$ cat config.mk
export PLATFORM = sky130hd
export DESIGN_NAME = demgiophutgiay
export DESIGN_NICKNAME = d
export VERILOG_FILES = /design/src/rtl/dongho_pkg.sv /design/src/rtl/dem_bcd_2so.sv /design/src/rtl/demgiophutgiay.sv
export SDC_FILE = /design/constraint.sdc
export NUM_CORES = 1
export LEC_CHECK = 0
export CAP_MARGIN = 20
export CORE_MARGIN = 2
export CORE_UTILIZATION = 58
export CTS_BUF_LIST = sky130_fd_sc_hd__clkbuf_8
export DETAILED_ROUTE_END_ITERATION = 16
export PLACE_DENSITY = 0.88
export SYNTH_ARGS = -nofsm -noshare
export SYNTH_HDL_FRONTEND = slang
export SYNTH_SLANG_ARGS = --single-unit
$ cat constraint.sdc
create_clock -name clk -period 3.3 [get_ports clk]
set_input_delay 0.66 -clock clk [delete_from_list [all_inputs] [get_ports clk]]
set_output_delay 0.66 -clock clk [all_outputs]
set_load 0.005 [all_outputs]
$ cat src/rtl/dongho_pkg.sv
// Shared definitions for the time-of-day counter: mode-state encoding,
// BCD field limits and the two-digit BCD increment used by every field.
package dongho_pkg;

    typedef enum logic [1:0] {
        CHAY       = 2'd0,
        CHINH_GIO  = 2'd1,
        CHINH_PHUT = 2'd2,
        CHINH_GIAY = 2'd3
    } trang_thai_e;

    localparam logic [7:0] GIAY_MAX = 8'h59;
    localparam logic [7:0] PHUT_MAX = 8'h59;
    localparam logic [7:0] GIO_MAX  = 8'h23;

    // Next value of a packed two-digit BCD count that wraps to 00 after max.
    function automatic logic [7:0] bcd_tang(input logic [7:0] v, input logic [7:0] max);
        logic [7:0] r;
        if (v == max) begin
            r = 8'h00;
        end else if (v[3:0] == 4'd9) begin
            r = {v[7:4] + 4'd1, 4'd0};
        end else begin
            r = {v[7:4], v[3:0] + 4'd1};
        end
        return r;
    endfunction

endpackage

$ cat src/rtl/dem_bcd_2so.sv
// Two-digit packed-BCD counter that wraps to 00 after MAX; wrap flags the
// enabled step out of MAX so the caller can chain a carry.
module dem_bcd_2so
    import dongho_pkg::*;
#(
    parameter logic [7:0] MAX = 8'h59
) (
    input  logic       clk,
    input  logic       rst,
    input  logic       en,
    input  logic [7:0] nap_i,
    output logic [7:0] dem_o,
    output logic       wrap
);

    logic [7:0] dem_q;
    logic [7:0] dem_d;

    always_comb begin
        // NOTE: assign a default before any branch so no path leaves dem_d
        // unassigned; otherwise synthesis infers a latch.
        dem_d = dem_q;
        if (en) begin
            dem_d = bcd_tang(dem_q, MAX);
        end
    end

    assign wrap  = en && (dem_q == MAX);
    assign dem_o = dem_q;

    // NOTE: state uses non-blocking assignments so every register samples
    // pre-edge values; blocking here would create order-dependent races.
    always_ff @(posedge clk) begin
        if (rst) begin
            dem_q <= nap_i;
        end else begin
            dem_q <= dem_d;
        end
    end

endmodule

$ cat src/rtl/demgiophutgiay.sv
// Time-of-day counter: hours/minutes/seconds in packed BCD with a button-driven
// setting mode and a one-cycle day-rollover pulse.
module demgiophutgiay
    import dongho_pkg::*;
#(
    parameter logic [7:0] GIO_DAU  = 8'h00,
    parameter logic [7:0] PHUT_DAU = 8'h00,
    parameter logic [7:0] GIAY_DAU = 8'h00
) (
    input  logic       clk,
    input  logic       rst,
    input  logic       tick_1hz,
    input  logic       nut_chedo,
    input  logic       nut_tang,
    output logic [7:0] gio,
    output logic [7:0] phut,
    output logic [7:0] giay,
    output logic [1:0] dang_chinh,
    output logic       ngay_moi
);

    trang_thai_e trang_thai_q;
    trang_thai_e trang_thai_d;
    logic        ngay_moi_q;
    logic        ngay_moi_d;

    logic chay;
    logic tang_hop_le;
    logic en_giay;
    logic en_phut;
    logic en_gio;
    logic wrap_giay;
    logic wrap_phut;
    logic wrap_gio;

    always_comb begin
        trang_thai_d = trang_thai_q;
        if (nut_chedo) begin
            unique case (trang_thai_q)
                CHAY:       trang_thai_d = CHINH_GIO;
                CHINH_GIO:  trang_thai_d = CHINH_PHUT;
                CHINH_PHUT: trang_thai_d = CHINH_GIAY;
                CHINH_GIAY: trang_thai_d = CHAY;
                default:    trang_thai_d = CHAY;
            endcase
        end
    end

    // A mode press in the same cycle swallows the increment. In run mode the
    // carries chain through wrap flags; while setting, fields never carry.
    assign chay        = (trang_thai_q == CHAY);
    assign tang_hop_le = nut_tang && !nut_chedo;
    assign en_giay     = chay ? tick_1hz  : (tang_hop_le && trang_thai_q == CHINH_GIAY);
    assign en_phut     = chay ? wrap_giay : (tang_hop_le && trang_thai_q == CHINH_PHUT);
    assign en_gio      = chay ? wrap_phut : (tang_hop_le && trang_thai_q == CHINH_GIO);
    assign ngay_moi_d  = chay && wrap_gio;

    dem_bcd_2so #(.MAX(GIAY_MAX)) u_giay (
        .clk   (clk),
        .rst   (rst),
        .en    (en_giay),
        .nap_i (GIAY_DAU),
        .dem_o (giay),
        .wrap  (wrap_giay)
    );

    dem_bcd_2so #(.MAX(PHUT_MAX)) u_phut (
        .clk   (clk),
        .rst   (rst),
        .en    (en_phut),
        .nap_i (PHUT_DAU),
        .dem_o (phut),
        .wrap  (wrap_phut)
    );

    dem_bcd_2so #(.MAX(GIO_MAX)) u_gio (
        .clk   (clk),
        .rst   (rst),
        .en    (en_gio),
        .nap_i (GIO_DAU),
        .dem_o (gio),
        .wrap  (wrap_gio)
    );

    // NOTE: only control state is reset here; the time fields reload their
    // start values inside each counter on the same synchronous reset.
    always_ff @(posedge clk) begin
        if (rst) begin
            trang_thai_q <= CHAY;
            ngay_moi_q   <= 1'b0;
        end else begin
            trang_thai_q <= trang_thai_d;
            ngay_moi_q   <= ngay_moi_d;
        end
    end

    assign dang_chinh = trang_thai_q;
    assign ngay_moi   = ngay_moi_q;

endmodule

* Yosys cells after proc, flatten, opt, wreduce, memory -nomap -nowiden
Cells that the tools add are included.
Cells by class: reductions and logical operators 16, muxes and demuxes 10, equal/unequal tests 9, add/subtract/negate cells 6
Operator list (number):
- $mux 8 | 6
- $add 4x1->4 const B | 6
- $eq 8x7->1 const B | 2
- $eq 4x4->1 const B | 3
- $eq 8x6->1 const B | 1
- $logic_and 1x1->1 | 8
- $pmux 2 s4 | 1
- $reduce_and 2->1 | 3
- $reduce_bool 2->1 | 3
- $eq 2x2->1 const B | 2
- $mux 1 | 3
- $eq 2x1->1 const B | 1
- $logic_not 2->1 | 1
- $logic_not 1->1 | 1
Word-level totals: logic and storage cells 49, bits in registers 27, output and inout port bits 27, input bits 5

* Logic depth before layout (Yosys ltp)
Gate-level depths: netlist (run 1).
word-level depth 10, mapped depth 8, mapped depth without buffers 6

* By module
Synthesis (run 1) repeated with hierarchy kept, for this count alone.
Second synthesis, totals: cell total of the unflattened synthesis 162, area total of the unflattened synthesis 1744.2 µm²
Modules (own cells, without submodules):
- dem_bcd_2so at u_giay ... | seq. area each 240.2 µm², cells each 46, area each 515.5 µm², times used 2
- dem_bcd_2so at u_gio | seq. area each 240.2 µm², cells each 44, area each 499.2 µm², times used 1
- demgiophutgiay | seq. area each 60.1 µm², cells each 26, area each 214.0 µm², times used 1

* Worst setup path before layout (run 1)
No wires, ideal clock.
path kind reg2reg, start point register trang_thai_q[0], in the netlist dang_chinh[0], end point register u_phut.dem_q[7], in the netlist u_phut.dem_o[7], period minus slack after synthesis 1.836 ns, path buffers 1, stages on the path, launching flop included 8, required time 3.165 ns, path slack 1.464 ns, arrival 1.701 ns, setup time 0.135 ns, path through dfxtp_1 inv_1 ha_1 and4bb_2 a31oi_4 buf_2 o311ai_0 o41ai_1
On the way: longest elaborated chain between the ends 6, elaborated cells on any way between the ends 9, those cells by class 2 x eq/ne; 2 x mux; 5 x reduce/logical
Ends and longest elaborated chain:
- start, declared | RTL line demgiophutgiay.sv:22 | trang_thai_e trang_thai_q;
- start signal, assigned | RTL line demgiophutgiay.sv:92 | trang_thai_q <= trang_thai_d;
- $eq 2x2->1 | RTL line demgiophutgiay.sv:53 | assign en_giay = chay ? tick_1hz : (tang_hop_le && trang_thai_q == CHINH_GIAY);
- $logic_and 1x1->1 | RTL line demgiophutgiay.sv:53
- $mux 1 | RTL line demgiophutgiay.sv:53
- $logic_and 1x1->1 | RTL line dem_bcd_2so.sv:28 | assign wrap = en && (dem_q == MAX);
- $mux 1 * | RTL line demgiophutgiay.sv:54 | assign en_phut = chay ? wrap_giay : (tang_hop_le && trang_thai_q == CHINH_PHUT);
- $reduce_and 2->1 (no line) *
- end signal, assigned | RTL line dem_bcd_2so.sv:35 | dem_q <= nap_i;
- end signal, assigned | RTL line dem_bcd_2so.sv:37 | dem_q <= dem_d;
- end, declared | RTL line dem_bcd_2so.sv:16 | logic [7:0] dem_q;
Mark *: on every way between the ends. The rest lies on a longest branch, timed or not. A chain may end at the register's enable or synchronous reset.

* Final worst setup path (run 1)
start point input port tick_1hz, end point register u_phut.dem_q[5], in the netlist u_phut.dem_o[5]
On the way: longest elaborated chain between the ends 4
Ends and longest elaborated chain:
- start, declared | RTL line demgiophutgiay.sv:12 | input logic tick_1hz,
- $mux 1 | RTL line demgiophutgiay.sv:53
- $logic_and 1x1->1 | RTL line dem_bcd_2so.sv:28
- $mux 1 | RTL line demgiophutgiay.sv:54
- $reduce_and 2->1 (no line)
Every way passes these cells.

==> results.cfg, run 1 <==
[setup_path]
r2r_cells = 6
r2r_setup_slack_ps = 1210
critPathLaunchType = primary input
cp.required_ps = 3510
cp.arrival_ps = 2330
r2r_start = dang_chinh[0]$_SDFFE_PP0P_
crit_type = primary input to register
crit_path_max_fanout = 17
r2r-end = u_phut.dem_o[5]$_SDFFE_PP0P_
endpoint_kind = register

[clocking]
clock-sinks = 27
cts_made_buffers = 3
insertion_delay_ps = 280
clockBufferDepth = 2
cts-hold-fix-buffers = 0
cts_tree = done
cts_resized = 0
cts_root_buffer = clkbuf_8
post_cts.repair.setup_buffers = 0
clk_pin_slew_worst_paths_ps = 100
htreeDepth = 1

[place]
gp_congestion = 0.8247
hpwl_um = 2626
io_buffers = 31
dp_slack_ps = 874.0

[floorplanning]
core_area_um2 = 2734
die_area_um2 = 3309
ios = 32
start_util_pct = 60.78
core.rowCount = 19
die_x_um = 57.53
die_y_um = 57.53

[power]
p_sw_mw = 0.1482
p_sw_share_pct = 24.93
power_density_nw_per_um2 = 293.8
combPwrFrac_pct = 10.4
power_leakage_nw = 0.7496
intPower_mw = 0.4463
seq_power_share_pct = 56.9
ir_drop_mv = 0.2428
finalPower_mw = 0.5945
clkPwrFrac_pct = 32.7

[hold_path]
min_from = u_phut.dem_o[1]$_SDFFE_PP0P_
hold_path_depth = 2
min_path_type = register to register
hold-path-endpoint = u_phut.dem_o[1]$_SDFFE_PP0P_

[synth]
yosys_warnings = 0
syn_area_um2 = 1662
synth_cells = 188
async_flop_share_pct = 0
synth_area_leader_cell = dfxtp_1
ys_types = 41
ys_seq_area_share_pct = 32.53
yosys_most_used_dff = dfxtp_1
yosys-top-cells-area = dfxtp_1, ha_1, mux2i_1
avgSynthCellArea_um2 = 8.838
yosysTopAreaCellShare_pct = 32.53
synth_nets = 209
synth_edf_count = 0
ys_ff_latch = 27

[run]
cap_violations = 0

[drt]
drcViolationCount = 0
wl_per_cell_um = 14.38
drt_iter0_drc = 43
totalWireLength_um = 3551
drt_first_pass_iters = 4
num_vias = 1498
avgViaCountPerCell = 6.065
drtAntennaViolNets = 0

[sta]
rsz0062_at_grt = false
max_freq_mhz = 470.3
timing.final.crit_share_pct = 64.43
worstMarginPinSlew_ps = 558.0
period_needed_ps = 2126
setup_viol = 0
fin_skew_ps = 2.295
fin_ws_ps = 1174
tns_ps = 0
relSlewSlack_pct = 62.69
finalHoldViolCount = 0
slew_violations = 0
finalHoldWorstSlack_ps = 506.4

[finish]
n_antenna_cell = 0
area_growth_pct = 21.76
layout-drive-gt1-share_pct = 6.481
fin_nets = 238

[grt]
grt_max_degree = 18
antenna_found_initial = 0
grt_pass1_vias = 1393
grt.overflow.total = 0
grt_pass1_wl_um = 6092
grt_usage_pct = 22.69

[status]
outcome = finished, final reports clean
## registers in the layout, summed over array words and instances (netlist names)
register / cells
u_giay.dem_o: 8
ngay_moi: 1
u_phut.dem_o: 8
u_gio.dem_o: 8
dang_chinh: 2
## kinds of logic after synthesis
logic type	Yosys count	share of synthesized area, %
AOI/OAI and AO/OA	43	19.13
and+or+nand+nor	77	27.18
adders and majority gates	16	12.05
DFF	27	32.53
muxes	7	4.217
buffers and inverters	18	4.895
## cell type report
type / count / area [µm²]
Clock buffer: 3 / 41.29
Sequential cell: 27 / 540.5
Tap cell: 31 / 38.79
Clock inverter: 1 / 7.507
Inverter: 10 / 37.54
Multi-Input combinational cell: 143 / 1040
Timing Repair Buffer: 32 / 317.8
Fill cell: 203 / 710.7
## critical path, cell delays in order
cell and delay, ps:
clkdlybuf4s50_1 460, and2_1 310, a31oi_4 240, or4_1 520
a21oi_1 140
## cell usage in the layout, fill, tap and decap left out, types with 6 or more instances in the layout
master / netlist / routed
clkdlybuf4s50_1: 0 / 31
a21oi_1: 11 / 11
inv_1: 10 / 10
nand3_1: 7 / 7
nor2_1: 17 / 17
ha_1: 16 / 16
dfxtp_1: 27 / 27
nand2_1: 12 / 12
or3_1: 6 / 6
mux2i_1: 7 / 7
o21ai_0: 11 / 11
## Yosys cell counts, types with 2 or more instances
cell      instances
nand2_1          12
o311ai_0          4
buf_2             2
ha_1             16
inv_1            10
and4bb_2          4
nor2b_1           4
or3_1             6
dfxtp_1          27
and2_1            2
a211oi_1          2
nor3_1            5
nand4b_1          2
nor4_1            2
o32ai_1           2
and3_1            2
mux2i_1           7
or4_1             5
nand3_1           7
o21ai_0          11
clkbuf_1          4
and3b_1           5
a21oi_1          11
a31oi_1           3
nor2_1           17
## power groups by stage
stage	sequential (mW)	clock (mW)	combinational, mW
after floorplan	0.345	0	0.0392
after global placement	0.345	0	0.0596
after detailed placement	0.346	0	0.0615
after CTS	0.338	0.197	0.0620
after global routing	0.340	0.207	0.0685
final	0.338	0.195	0.0617
## how the worst max path moves through the flow
stage	slack [ps]	from	endpoint
3_3_place_gp	940	nut_chedo	u_phut.dem_o[5]$_SDFFE_PP0P_
3_5_place_dp	870	nut_chedo	u_phut.dem_o[5]$_SDFFE_PP0P_
5_1_grt	1070	dang_chinh[0]$_SDFFE_PP0P_	u_phut.dem_o[4]$_SDFFE_PP0P_
2_1_floorplan	1460	dang_chinh[0]$_SDFFE_PP0P_	u_phut.dem_o[7]$_SDFFE_PP0P_
4_1_cts	1170	nut_chedo	u_phut.dem_o[5]$_SDFFE_PP0P_
6_report	1170	tick_1hz	u_phut.dem_o[5]$_SDFFE_PP0P_
## through the flow
step           util (%)  cell area [µm²]  cells
2_1_floorplan         -             1662    188
3_3_place_gp      72.22             1974    243
3_5_place_dp      72.22             1974    243
4_1_cts           74.00             2023    247
5_1_grt           74.00             2023    247
6_report          74.00             2023    247
## layer usage
layer	vias up	wire, µm	global-route usage, %
met5	-	0	0
met4	0	41	6.312
met3	5	170	2.948
met2	48	1777	39.77
met1	693	1562	29.07
li1	752	-	-
No activity file was read; power rests on OpenSTA's default activity.
==> inputs of run 2 (changes only) <==
--- a/config.mk
+++ b/config.mk
@@ -7,10 +7,10 @@
 export LEC_CHECK = 0
 export CAP_MARGIN = 20
 export CORE_MARGIN = 2
-export CORE_UTILIZATION = 58
+export CORE_UTILIZATION = 53
 export CTS_BUF_LIST = sky130_fd_sc_hd__clkbuf_8
 export DETAILED_ROUTE_END_ITERATION = 16
-export PLACE_DENSITY = 0.88
+export PLACE_DENSITY = 0.81
 export SYNTH_ARGS = -nofsm -noshare
 export SYNTH_HDL_FRONTEND = slang
 export SYNTH_SLANG_ARGS = --single-unit
==> constraint.sdc (replaced) <==
create_clock -name clk -period 2 [get_ports clk]
set_input_delay 0.4 -clock clk [delete_from_list [all_inputs] [get_ports clk]]
set_output_delay 0.4 -clock clk [all_outputs]
set_load 0.005 [all_outputs]
==> results.cfg, run 2 (synthesis gave the netlist of run 1 again) <==
[sta]
setup_viol = 0
period_needed_ps = 1863
rsz0062_at_grt = false
max_freq_mhz = 536.9
worstMarginPinSlew_ps = 451.4
relSlewSlack_pct = 69.90
fin_ws_ps = 137.4
finalHoldViolCount = 0
tns_ps = 0
timing.final.crit_share_pct = 93.13
slew_violations = 0
fin_skew_ps = 3.130

[finish]
multiInputGateArea_um2 = 1045
layout_commonest_cell = clkdlybuf4s50_1
seq_area_um2 = 541.8
n_fill_cell = 260
final_cell_mix = clkdlybuf4s50_1, dfxtp_1, nor2_1, ha_1, buf_4
n_antenna_cell = 0
layout-drive-gt1-share_pct = 13.16
area_growth_pct = 28.54
fin_nets = 250

[clocking]
cts_made_buffers = 3
clock-sinks = 27
htreeDepth = 1
insertion_delay_ps = 280
clk_pin_slew_worst_paths_ps = 100
cts_root_buffer = clkbuf_8
post_cts.repair.setup_buffers = 0
clockBufferDepth = 2
cts_tree = done

[grt]
grt_pass1_wl_um = 6465
grt_max_degree = 17
antenna_found_initial = 0
grt_pass1_vias = 1531
grt.overflow.total = 0
grt_usage_pct = 23.40

[setup_path]
r2r_start = dang_chinh[0]$_SDFFE_PP0P_
crit_end = u_giay.dem_o[7]$_SDFFE_PP0P_
crit_path_max_fanout = 7
r2r_setup_slack_ps = 140
endpoint_kind = register
r2r_cells = 6
cp.arrival_ps = 2080
critPathLaunchType = register
crit_type = register to register
cp-startpoint = dang_chinh[0]$_SDFFE_PP0P_
r2r-end = u_giay.dem_o[7]$_SDFFE_PP0P_
cp.required_ps = 2220

[power]
power_leakage_nw = 0.8058
combPwrFrac_pct = 12.5
p_sw_mw = 0.2540
seq_power_share_pct = 55.1
intPower_mw = 0.7527
power_density_nw_per_um2 = 471.4
finalPower_mw = 1.007
clkPwrFrac_pct = 32.5
p_sw_share_pct = 25.23
ir_drop_mv = 0.4378

[drt]
drt_iter0_drc = 97
avgViaCountPerCell = 5.915
drtAntennaViolNets = 0
num_vias = 1609
totalWireLength_um = 3876
wl_per_cell_um = 14.25
drt_first_pass_iters = 4
drcViolationCount = 0

[floorplanning]
core.rowCount = 20
die_y_um = 59.99
start_util_pct = 54.88
core_area_um2 = 3028
ios = 32
die_area_um2 = 3599
die_x_um = 59.99

[status]
outcome = finished, final reports clean

[hold_path]
min_path_type = register to register
min_from = u_giay.dem_o[3]$_SDFFE_PP0P_

[run]
cap_violations = 0

[place]
hpwl_um = 3003
gp_congestion = 0.8073
io_buffers = 31
dp_slack_ps = -50.35
run 2: cell types whose count changed in the layout (fill, tap and decap cells not counted), sizes merged:
cell / previous run / this run
buf: 1 / 13
run 2: metrics by stage:
stage,area (µm²),util (%),cells,hold slack (ps)
2_1_floorplan,1662,-,188,481.6
5_1_grt,2136,70.54,272,545.2
3_3_place_gp,2081,68.72,268,490.3
3_5_place_dp,2081,68.72,268,488.8
6_report,2136,70.54,272,503.4
4_1_cts,2130,70.33,272,506.8
run 2: cell type report:
| cell class | count | area share, % |
|---|---|---|
| sequential | 27 | 25.37 |
| clock buffer | 3 | 1.933 |
| timing repair buffer | 44 | 19.10 |
| inverter | 10 | 1.757 |
| clock inverter | 1 | 0.3515 |
| tap | 44 | 2.578 |
| multi-input combinational | 143 | 48.92 |
run 2: power groups by stage:
stage,Clock [mW],Sequential [mW],Combinational (mW)
2_1_floorplan,0,0.569,0.0647
3_3_place_gp,0,0.566,0.120
3_5_place_dp,0,0.567,0.125
4_1_cts,0.339,0.554,0.126
5_1_grt,0.357,0.556,0.138
6_report,0.327,0.555,0.125
run 2: critical path: stages (launching register included):
cell and delay, ps:
dfxtp_1 360, inv_1 70, ha_1 270, and4bb_2 380
o21ai_4 80, or4_1 480, a21oi_1 160
run 2: worst min path at each step:
stage	slack, ps	to	depth (start not counted)
after floorplan	480	u_giay.dem_o[2]$_SDFFE_PP0P_	2
after global placement	490	u_giay.dem_o[2]$_SDFFE_PP0P_	2
after detailed placement	490	u_giay.dem_o[3]$_SDFFE_PP0P_	2
after CTS	510	u_giay.dem_o[3]$_SDFFE_PP0P_	2
after global routing	550	u_giay.dem_o[2]$_SDFFE_PP0P_	2
final	500	u_giay.dem_o[3]$_SDFFE_PP0P_	2
run 2: metal layers:
metal	GRT usage, %	share of wire, %	up-vias
met2	41.61	52	55
met5	0	0	-
met4	10.79	1.8	0
met1	27.55	41	768
met3	3.030	4.9	7
li1	-	-	779
run 2: what timing repair did:
action	in CTS	in global routing
resized for setup	0	5
hold buffers	0	0
endpoints found under the hold margin	0	0
setup endpoints to repair	0	8
